### config.mk
export PLATFORM = sky130hd
export DESIGN_NAME = motor_signal_stream
export DESIGN_NICKNAME = d
export VERILOG_FILES = /design/src/rtl/motor_signal_stream_pkg.sv /design/src/rtl/motor_signal_stream_pulse_gen.sv /design/src/rtl/motor_signal_stream.sv
export SDC_FILE = /design/constraint.sdc
export NUM_CORES = 1
export LEC_CHECK = 0
export CAP_MARGIN = 15
export CORE_ASPECT_RATIO = 1.1
export CORE_MARGIN = 1
export CORE_UTILIZATION = 55
export CTS_CLUSTER_DIAMETER = 150
export DETAILED_ROUTE_END_ITERATION = 7
export HOLD_SLACK_MARGIN = 0.08
export PLACE_DENSITY = 0.77
export SLEW_MARGIN = 20
export SYNTH_ARGS = -nofsm -noshare
export SYNTH_HDL_FRONTEND = slang
export SYNTH_SLANG_ARGS = --single-unit
### constraint.sdc
create_clock -name clock -period 3.4 [get_ports clock]
set_input_delay 0.85 -clock clock [delete_from_list [all_inputs] [get_ports clock]]
set_output_delay 0.85 -clock clock [all_outputs]
set_load 0.03 [all_outputs]
### src/rtl/motor_signal_stream_pkg.sv
// Shared types and constants for the rover drive controller.
// Command field layout, sequencer states and default servo timing.
package motor_signal_stream_pkg;

  typedef enum logic [1:0] {
    IDLE = 2'd0,
    TURN = 2'd1,
    MOVE = 2'd2
  } state_e;

  localparam int ANGLE_MSB = 11;
  localparam int ANGLE_LSB = 7;
  localparam int DIST_MSB  = 6;
  localparam int DIST_LSB  = 0;

  localparam int DEF_FRAME_CYCLES     = 2_000_000;
  localparam int DEF_PULSE_FWD_CYCLES = 200_000;
  localparam int DEF_PULSE_REV_CYCLES = 100_000;
  localparam int DEF_TURN_FRAMES      = 5;
  localparam int DEF_MOVE_FRAMES      = 10;

  function automatic int max_i(input int a, input int b);
    return (a > b) ? a : b;
  endfunction

endpackage

### src/rtl/motor_signal_stream_pulse_gen.sv
// One servo output pin: high while the frame counter is below
// the selected pulse width, low when disabled.
module servo_pulse_gen #(
  parameter int CNT_W            = 21,
  parameter int PULSE_FWD_CYCLES = 200_000,
  parameter int PULSE_REV_CYCLES = 100_000
) (
  input  logic             clk,
  input  logic             rst_n,
  input  logic [CNT_W-1:0] cnt,
  input  logic             enable,
  input  logic             sel_fwd,
  output logic             pin
);

  localparam logic [CNT_W-1:0] FWD_W = CNT_W'(PULSE_FWD_CYCLES);
  localparam logic [CNT_W-1:0] REV_W = CNT_W'(PULSE_REV_CYCLES);

  logic pin_q, pin_d;

  always_comb begin
    pin_d = 1'b0;
    if (enable) begin
      pin_d = sel_fwd ? (cnt < FWD_W) : (cnt < REV_W);
    end
  end

  always_ff @(posedge clk or negedge rst_n) begin
    if (!rst_n) pin_q <= 1'b0;
    else        pin_q <= pin_d;
  end

  assign pin = pin_q;

endmodule

### src/rtl/motor_signal_stream.sv
// Rover drive sequencer: turn in place for A units, then drive
// forward D units, emitting servo frames on both wheel pins.
module motor_signal_stream
  import motor_signal_stream_pkg::*;
#(
  parameter int FRAME_CYCLES     = DEF_FRAME_CYCLES,
  parameter int PULSE_FWD_CYCLES = DEF_PULSE_FWD_CYCLES,
  parameter int PULSE_REV_CYCLES = DEF_PULSE_REV_CYCLES,
  parameter int TURN_FRAMES      = DEF_TURN_FRAMES,
  parameter int MOVE_FRAMES      = DEF_MOVE_FRAMES
) (
  input  logic        clock,
  input  logic        reset,
  input  logic        command_ready,
  input  logic [11:0] command,
  output logic        motor_l,
  output logic        motor_r
);

  localparam int CNT_W = $clog2(FRAME_CYCLES);
  localparam int DUR_MAX =
    max_i(31 * TURN_FRAMES, 127 * MOVE_FRAMES);
  localparam int DUR_W = $clog2(DUR_MAX + 1);

  localparam logic [CNT_W-1:0] LAST = CNT_W'(FRAME_CYCLES - 1);
  localparam logic [DUR_W-1:0] TF_W = DUR_W'(TURN_FRAMES);
  localparam logic [DUR_W-1:0] MF_W = DUR_W'(MOVE_FRAMES);

  state_e           state_q, state_d;
  logic [CNT_W-1:0] cnt_q, cnt_d;
  logic [DUR_W-1:0] frm_q, frm_d;
  logic [4:0]       angle_q, angle_d;
  logic [6:0]       dist_q, dist_d;
  logic             rdy_q;

  logic [4:0]       cmd_a;
  logic [6:0]       cmd_dist;
  logic             accept;
  logic             frame_end;
  logic [DUR_W-1:0] len;

  assign cmd_a     = command[ANGLE_MSB:ANGLE_LSB];
  assign cmd_dist  = command[DIST_MSB:DIST_LSB];
  assign accept    = command_ready && !rdy_q && (state_q == IDLE);
  assign frame_end = (cnt_q == LAST);
  assign len = (state_q == TURN)
             ? DUR_W'(angle_q) * TF_W
             : DUR_W'(dist_q) * MF_W;

  always_comb begin
    state_d = state_q;
    cnt_d   = cnt_q;
    frm_d   = frm_q;
    angle_d = angle_q;
    dist_d  = dist_q;
    unique case (state_q)
      TURN, MOVE: begin
        cnt_d = frame_end ? '0 : cnt_q + 1'b1;
        if (frame_end) begin
          if (frm_q == len - 1'b1) begin
            frm_d = '0;
            // Straight move follows a turn seamlessly
            state_d = (state_q == TURN && dist_q != '0)
                    ? MOVE : IDLE;
          end else begin
            frm_d = frm_q + 1'b1;
          end
        end
      end
      default: begin
        cnt_d = '0;
        frm_d = '0;
        if (accept) begin
          angle_d = cmd_a;
          dist_d  = cmd_dist;
          if (cmd_a != '0)         state_d = TURN;
          else if (cmd_dist != '0) state_d = MOVE;
          else                     state_d = IDLE;
        end
      end
    endcase
  end

  always_ff @(posedge clock or negedge reset) begin
    if (!reset) begin
      state_q <= IDLE;
      cnt_q   <= '0;
      frm_q   <= '0;
      angle_q <= '0;
      dist_q  <= '0;
      rdy_q   <= 1'b0;
    end else begin
      state_q <= state_d;
      cnt_q   <= cnt_d;
      frm_q   <= frm_d;
      angle_q <= angle_d;
      dist_q  <= dist_d;
      rdy_q   <= command_ready;
    end
  end

  logic run;
  logic r_fwd;
  assign run   = (state_q != IDLE);
  assign r_fwd = (state_q == TURN);

  servo_pulse_gen #(
    .CNT_W           (CNT_W),
    .PULSE_FWD_CYCLES(PULSE_FWD_CYCLES),
    .PULSE_REV_CYCLES(PULSE_REV_CYCLES)
  ) u_left (
    .clk    (clock),
    .rst_n  (reset),
    .cnt    (cnt_q),
    .enable (run),
    .sel_fwd(1'b1),
    .pin    (motor_l)
  );

  // Right wheel is mirror-mounted: fwd pulse spins it backward
  servo_pulse_gen #(
    .CNT_W           (CNT_W),
    .PULSE_FWD_CYCLES(PULSE_FWD_CYCLES),
    .PULSE_REV_CYCLES(PULSE_REV_CYCLES)
  ) u_right (
    .clk    (clock),
    .rst_n  (reset),
    .cnt    (cnt_q),
    .enable (run),
    .sel_fwd(r_fwd),
    .pin    (motor_r)
  );

endmodule

==> qor.json <==
{
  "cts_tree": {"value": "built"},
  "totalWireLength": {"value": 8790, "unit": "um"},
  "worst_path_bufs_invs": {"value": 2},
  "power.net_switching": {"value": 224, "unit": "uW"},
  "worstPathCellList": {"value": "ha_1 > ha_2 > inv_2 > fa_2 > nand2_2 > o21ba_4 > nor4b_4 > xnor2_2 > or4b_4 > buf_12 > o311ai_4 > o211ai_2"},
  "regToRegEndpoint": {"value": "frm_q[3]$_DFFE_PN0P_"},
  "dpl-instance-area": {"value": 3940, "unit": "um^2"},
  "delay_contributed_by_the_slowest_stage_of_the_critical_path": {"value": 0.61, "unit": "ns"},
  "initial_core_util": {"value": 0.566},
  "cap_violations": {"value": 0},
  "placement.io_buffers": {"value": 16},
  "drt_first_pass_iters": {"value": 6},
  "worst_pin_slew": {"value": 0.873, "unit": "ns"},
  "finalWeightedCongestion": {"value": 0.897},
  "worst_hold_path_type": {"value": "reg -> reg"},
  "worstRegToRegCells": {"value": 12},
  "nFillCells": {"value": 439},
  "fin_cells": {"value": 511},
  "synth.yosys.warnings": {"value": 0},
  "slew_viol_final": {"value": 0},
  "synth.cell_area": {"value": 3480, "unit": "um^2"},
  "grt-ovfl-total": {"value": 0},
  "timing.critical_path.from_type": {"value": "register"},
  "n_diodes": {"value": 0},
  "commonest_non_fill_non_tap_cells_in_the_layout": {"value": "sky130_fd_sc_hd__dfrtp_1 (47), sky130_fd_sc_hd__nor2_1 (40), sky130_fd_sc_hd__buf_4 (40)"},
  "synth.distinct_cells": {"value": 60},
  "detail-route-antenna-nets": {"value": 0},
  "vdd_ir_drop_max": {"value": 0.000250, "unit": "V"},
  "dieWidth": {"value": 77.9, "unit": "um"},
  "wl_per_cell": {"value": 17.2, "unit": "um"},
  "synthToLayoutAreaGrowth": {"value": 26.9, "unit": "%"},
  "layout_min_cycle_time": {"value": 3.49, "unit": "ns"},
  "sw_frac_of_total": {"value": 0.231},
  "synth-edff-count": {"value": 0},
  "synth_top_area_share": {"value": 0.352},
  "critPathKind": {"value": "reg -> reg"},
  "wire_length_of_the_first_global_routing_pass": {"value": 13500, "unit": "um"},
  "drtIter0Drc": {"value": 99},
  "relative_contribution_of_the_clock_network_to_total_power": {"value": 0.367},
  "finish.net_count": {"value": 468},
  "timing.reg2reg.setup_slack": {"value": -0.09, "unit": "ns"},
  "pleak": {"value": 0.00192, "unit": "uW"},
  "setup_ws": {"value": -0.0897, "unit": "ns"},
  "worst_path_max_delay_cell": {"value": "sky130_fd_sc_hd__or4b_4"},
  "fin_worst_skew": {"value": 0.0204, "unit": "ns"},
  "combinationalPowerShare": {"value": 0.033},
  "setup_viol": {"value": 9},
  "maximum_number_of_pins_on_one_net_before_global_route_repair": {"value": 30},
  "top_level_ports": {"value": 17},
  "timing.hold.ws": {"value": 0.525, "unit": "ns"},
  "die_h": {"value": 85.5, "unit": "um"},
  "fin_util": {"value": 0.718},
  "outcome": {"value": "complete, but fails checks"},
  "critPathArrivalTime": {"value": 3.68, "unit": "ns"},
  "cp.required": {"value": 3.59, "unit": "ns"},
  "cts-htree-levels": {"value": 2},
  "yosys_register_bits": {"value": 49},
  "post-dp-hpwl": {"value": 5770, "unit": "um"},
  "hp-start": {"value": "cnt_q[0]$_DFF_PN0_"},
  "power-per-cell-area": {"value": 220, "unit": "nW/um^2"},
  "synth_flop_cell": {"value": "sky130_fd_sc_hd__dfrtp_1"},
  "fin_area": {"value": 4420, "unit": "um^2"},
  "hold_viol": {"value": 0},
  "violations_in_the_final_reports": {"value": "DRC, setup timing"},
  "yosys-top-cells-area": {"value": "sky130_fd_sc_hd__dfrtp_1 (35%), sky130_fd_sc_hd__ha_1 (7.5%), sky130_fd_sc_hd__xnor2_1 (4.8%), sky130_fd_sc_hd__nor2_1 (4.5%), sky130_fd_sc_hd__mux2_2 (4.2%)"},
  "min_period_over_period": {"value": 1.03},
  "synth_cells": {"value": 379},
  "vias": {"value": 3092},
  "gr-usage-all-layers": {"value": 0.257},
  "cp_max_fo": {"value": 6},
  "postSynthAreaPerCell": {"value": 9.19, "unit": "um^2"},
  "async_reset_ff_frac": {"value": 1.00},
  "antenna_found_initial": {"value": 0},
  "synth_seq_area_share": {"value": 0.352},
  "min_to": {"value": "cnt_q[0]$_DFF_PN0_"},
  "post_synthesis_cell_type_with_the_largest_combined_area": {"value": "sky130_fd_sc_hd__dfrtp_1"},
  "drive_gt1_frac": {"value": 0.295},
  "clock_tree.root_cell": {"value": "sky130_fd_sc_hd__clkbuf_8"},
  "cts_sinks": {"value": 49},
  "fmaxAchievable": {"value": 0.287, "unit": "GHz"},
  "insertion_delay": {"value": 0.31, "unit": "ns"},
  "worst_r2r_startpoint": {"value": "angle_q[3]$_DFFE_PN0P_"},
  "area_inside_the_core_boundary": {"value": 6160, "unit": "um^2"},
  "layout_commonest_cell": {"value": "sky130_fd_sc_hd__dfrtp_1"},
  "std_cell_rows": {"value": 30},
  "max-clock-path-buffers": {"value": 2},
  "hold-path-cell-count": {"value": 1},
  "grt_setup_unrepaired": {"value": "yes"},
  "worst_setup_path_end_kind": {"value": "register"},
  "dieArea": {"value": 6660, "unit": "um^2"},
  "clkSlewWorstSetupHoldPaths": {"value": 0.10, "unit": "ns"},
  "detail_route.drc_violations": {"value": 1},
  "dp.cells": {"value": 494},
  "internal_power": {"value": 747, "unit": "uW"},
  "syn_nets": {"value": 417},
  "route.detailed.vias_per_inst": {"value": 6.05},
  "max_slew_margin": {"value": 0.417},
  "power_frac_seq": {"value": 0.601},
  "critical_path.top_delay_family": {"value": "simple AND/OR/NAND/NOR gates"},
  "cts_buffers": {"value": 5},
  "grt_pass1_vias": {"value": 2961},
  "cts-hold-fix-buffers": {"value": 0}
}
-- synthesized netlist by cell type (all sizes together), types with 11 or more instances --
library cell / instances
a21oi: 14
dfrtp: 49
ha: 21
inv: 14
mux2: 13
nand2: 38
nand3: 19
nor2: 42
nor3: 13
o21ai: 11
xnor2: 19
xor2: 15
-- worst register-to-register path, stage by stage, from the launching register on --
cell and delay, ns:
sky130_fd_sc_hd__dfrtp_1 0.42, sky130_fd_sc_hd__ha_1 0.30, sky130_fd_sc_hd__ha_2 0.18, sky130_fd_sc_hd__inv_2 0.04, sky130_fd_sc_hd__fa_2 0.52, sky130_fd_sc_hd__nand2_2 0.09, sky130_fd_sc_hd__o21ba_4 0.24, sky130_fd_sc_hd__nor4b_4 0.32
sky130_fd_sc_hd__xnor2_2 0.10, sky130_fd_sc_hd__or4b_4 0.61, sky130_fd_sc_hd__buf_12 0.17, sky130_fd_sc_hd__o311ai_4 0.28, sky130_fd_sc_hd__o211ai_2 0.12
-- layer usage --
metal  GRT usage  vias up  part of all wire
met2       0.489       66              0.54
met4      0.0808        0             0.024
li1            -     1463                 -
met3      0.0323       24             0.030
met5           0        -                 0
met1       0.298     1539              0.41
-- what timing repair did --
action,in CTS,in global routing
setup buffers,6,4
gates resized for setup,22,34
endpoints found under the setup margin,13,13
hold endpoints to repair,0,0
pin swaps,24,20
-- state kept, by name (all words and copies together), names as in the netlist --
signal / flops
angle_q: 5
cnt_q: 21
dist_q: 7
frm_q: 11
rdy_q: 1
state_q: 2
u_left.pin: 1
u_right.pin: 1
-- metrics by stage --
| stage | worst slack, ns | power [uW] | setup TNS, ns |
|---|---|---|---|
| floorplan | -0.104 | 596 | -0.943 |
| global placement | -0.0400 | 626 | -0.248 |
| detailed placement | -0.143 | 627 | -1.11 |
| CTS | -0.0759 | 981 | -0.655 |
| global route | -0.217 | 1000 | -1.57 |
| finish | -0.0897 | 971 | -0.371 |
-- how the worst max path moves through the flow --
stage	slack, ns	start	cells after the start	to
after floorplan	-0.10	state_q[1]$_DFFE_PN0P_	16	frm_q[3]$_DFFE_PN0P_
after global placement	-0.04	angle_q[2]$_DFFE_PN0P_	13	frm_q[2]$_DFFE_PN0P_
after detailed placement	-0.14	dist_q[3]$_DFFE_PN0P_	12	frm_q[3]$_DFFE_PN0P_
after CTS	-0.08	angle_q[4]$_DFFE_PN0P_	13	frm_q[2]$_DFFE_PN0P_
after global routing	-0.22	dist_q[2]$_DFFE_PN0P_	14	frm_q[7]$_DFFE_PN0P_
final	-0.09	angle_q[3]$_DFFE_PN0P_	12	frm_q[3]$_DFFE_PN0P_
-- area by class of cell --
type,count,area [um^2],area share
Tap cell,80,100,0.0226
Sequential cell,49,1230,0.278
Multi-Input combinational cell,301,2450,0.554
Inverter,14,52.6,0.0119
Timing Repair Buffer,59,498,0.113
Clock inverter,3,25.0,0.00566
Clock buffer,5,68.8,0.0156
-- power groups by stage --
stage          registers (uW)  clock network, uW  logic (uW)
2_1_floorplan             595                  0       0.953
3_3_place_gp              595                  0        31.1
3_5_place_dp              595                  0        31.9
4_1_cts                   583                366        32.0
5_1_grt                   583                385        35.6
6_report                  583                356        31.7
-- cells by family after synthesis --
family	count (synthesis)	synth area share
DFF	49	0.352
and+or+nand+nor	159	0.234
muxes	17	0.0535
buffers and inverters	29	0.0366
AOI/OAI and AO/OA	68	0.151
xor gates and xnor gates	34	0.0855
adders and majority gates	23	0.0869
No activity file was read; power rests on OpenSTA's default activity.
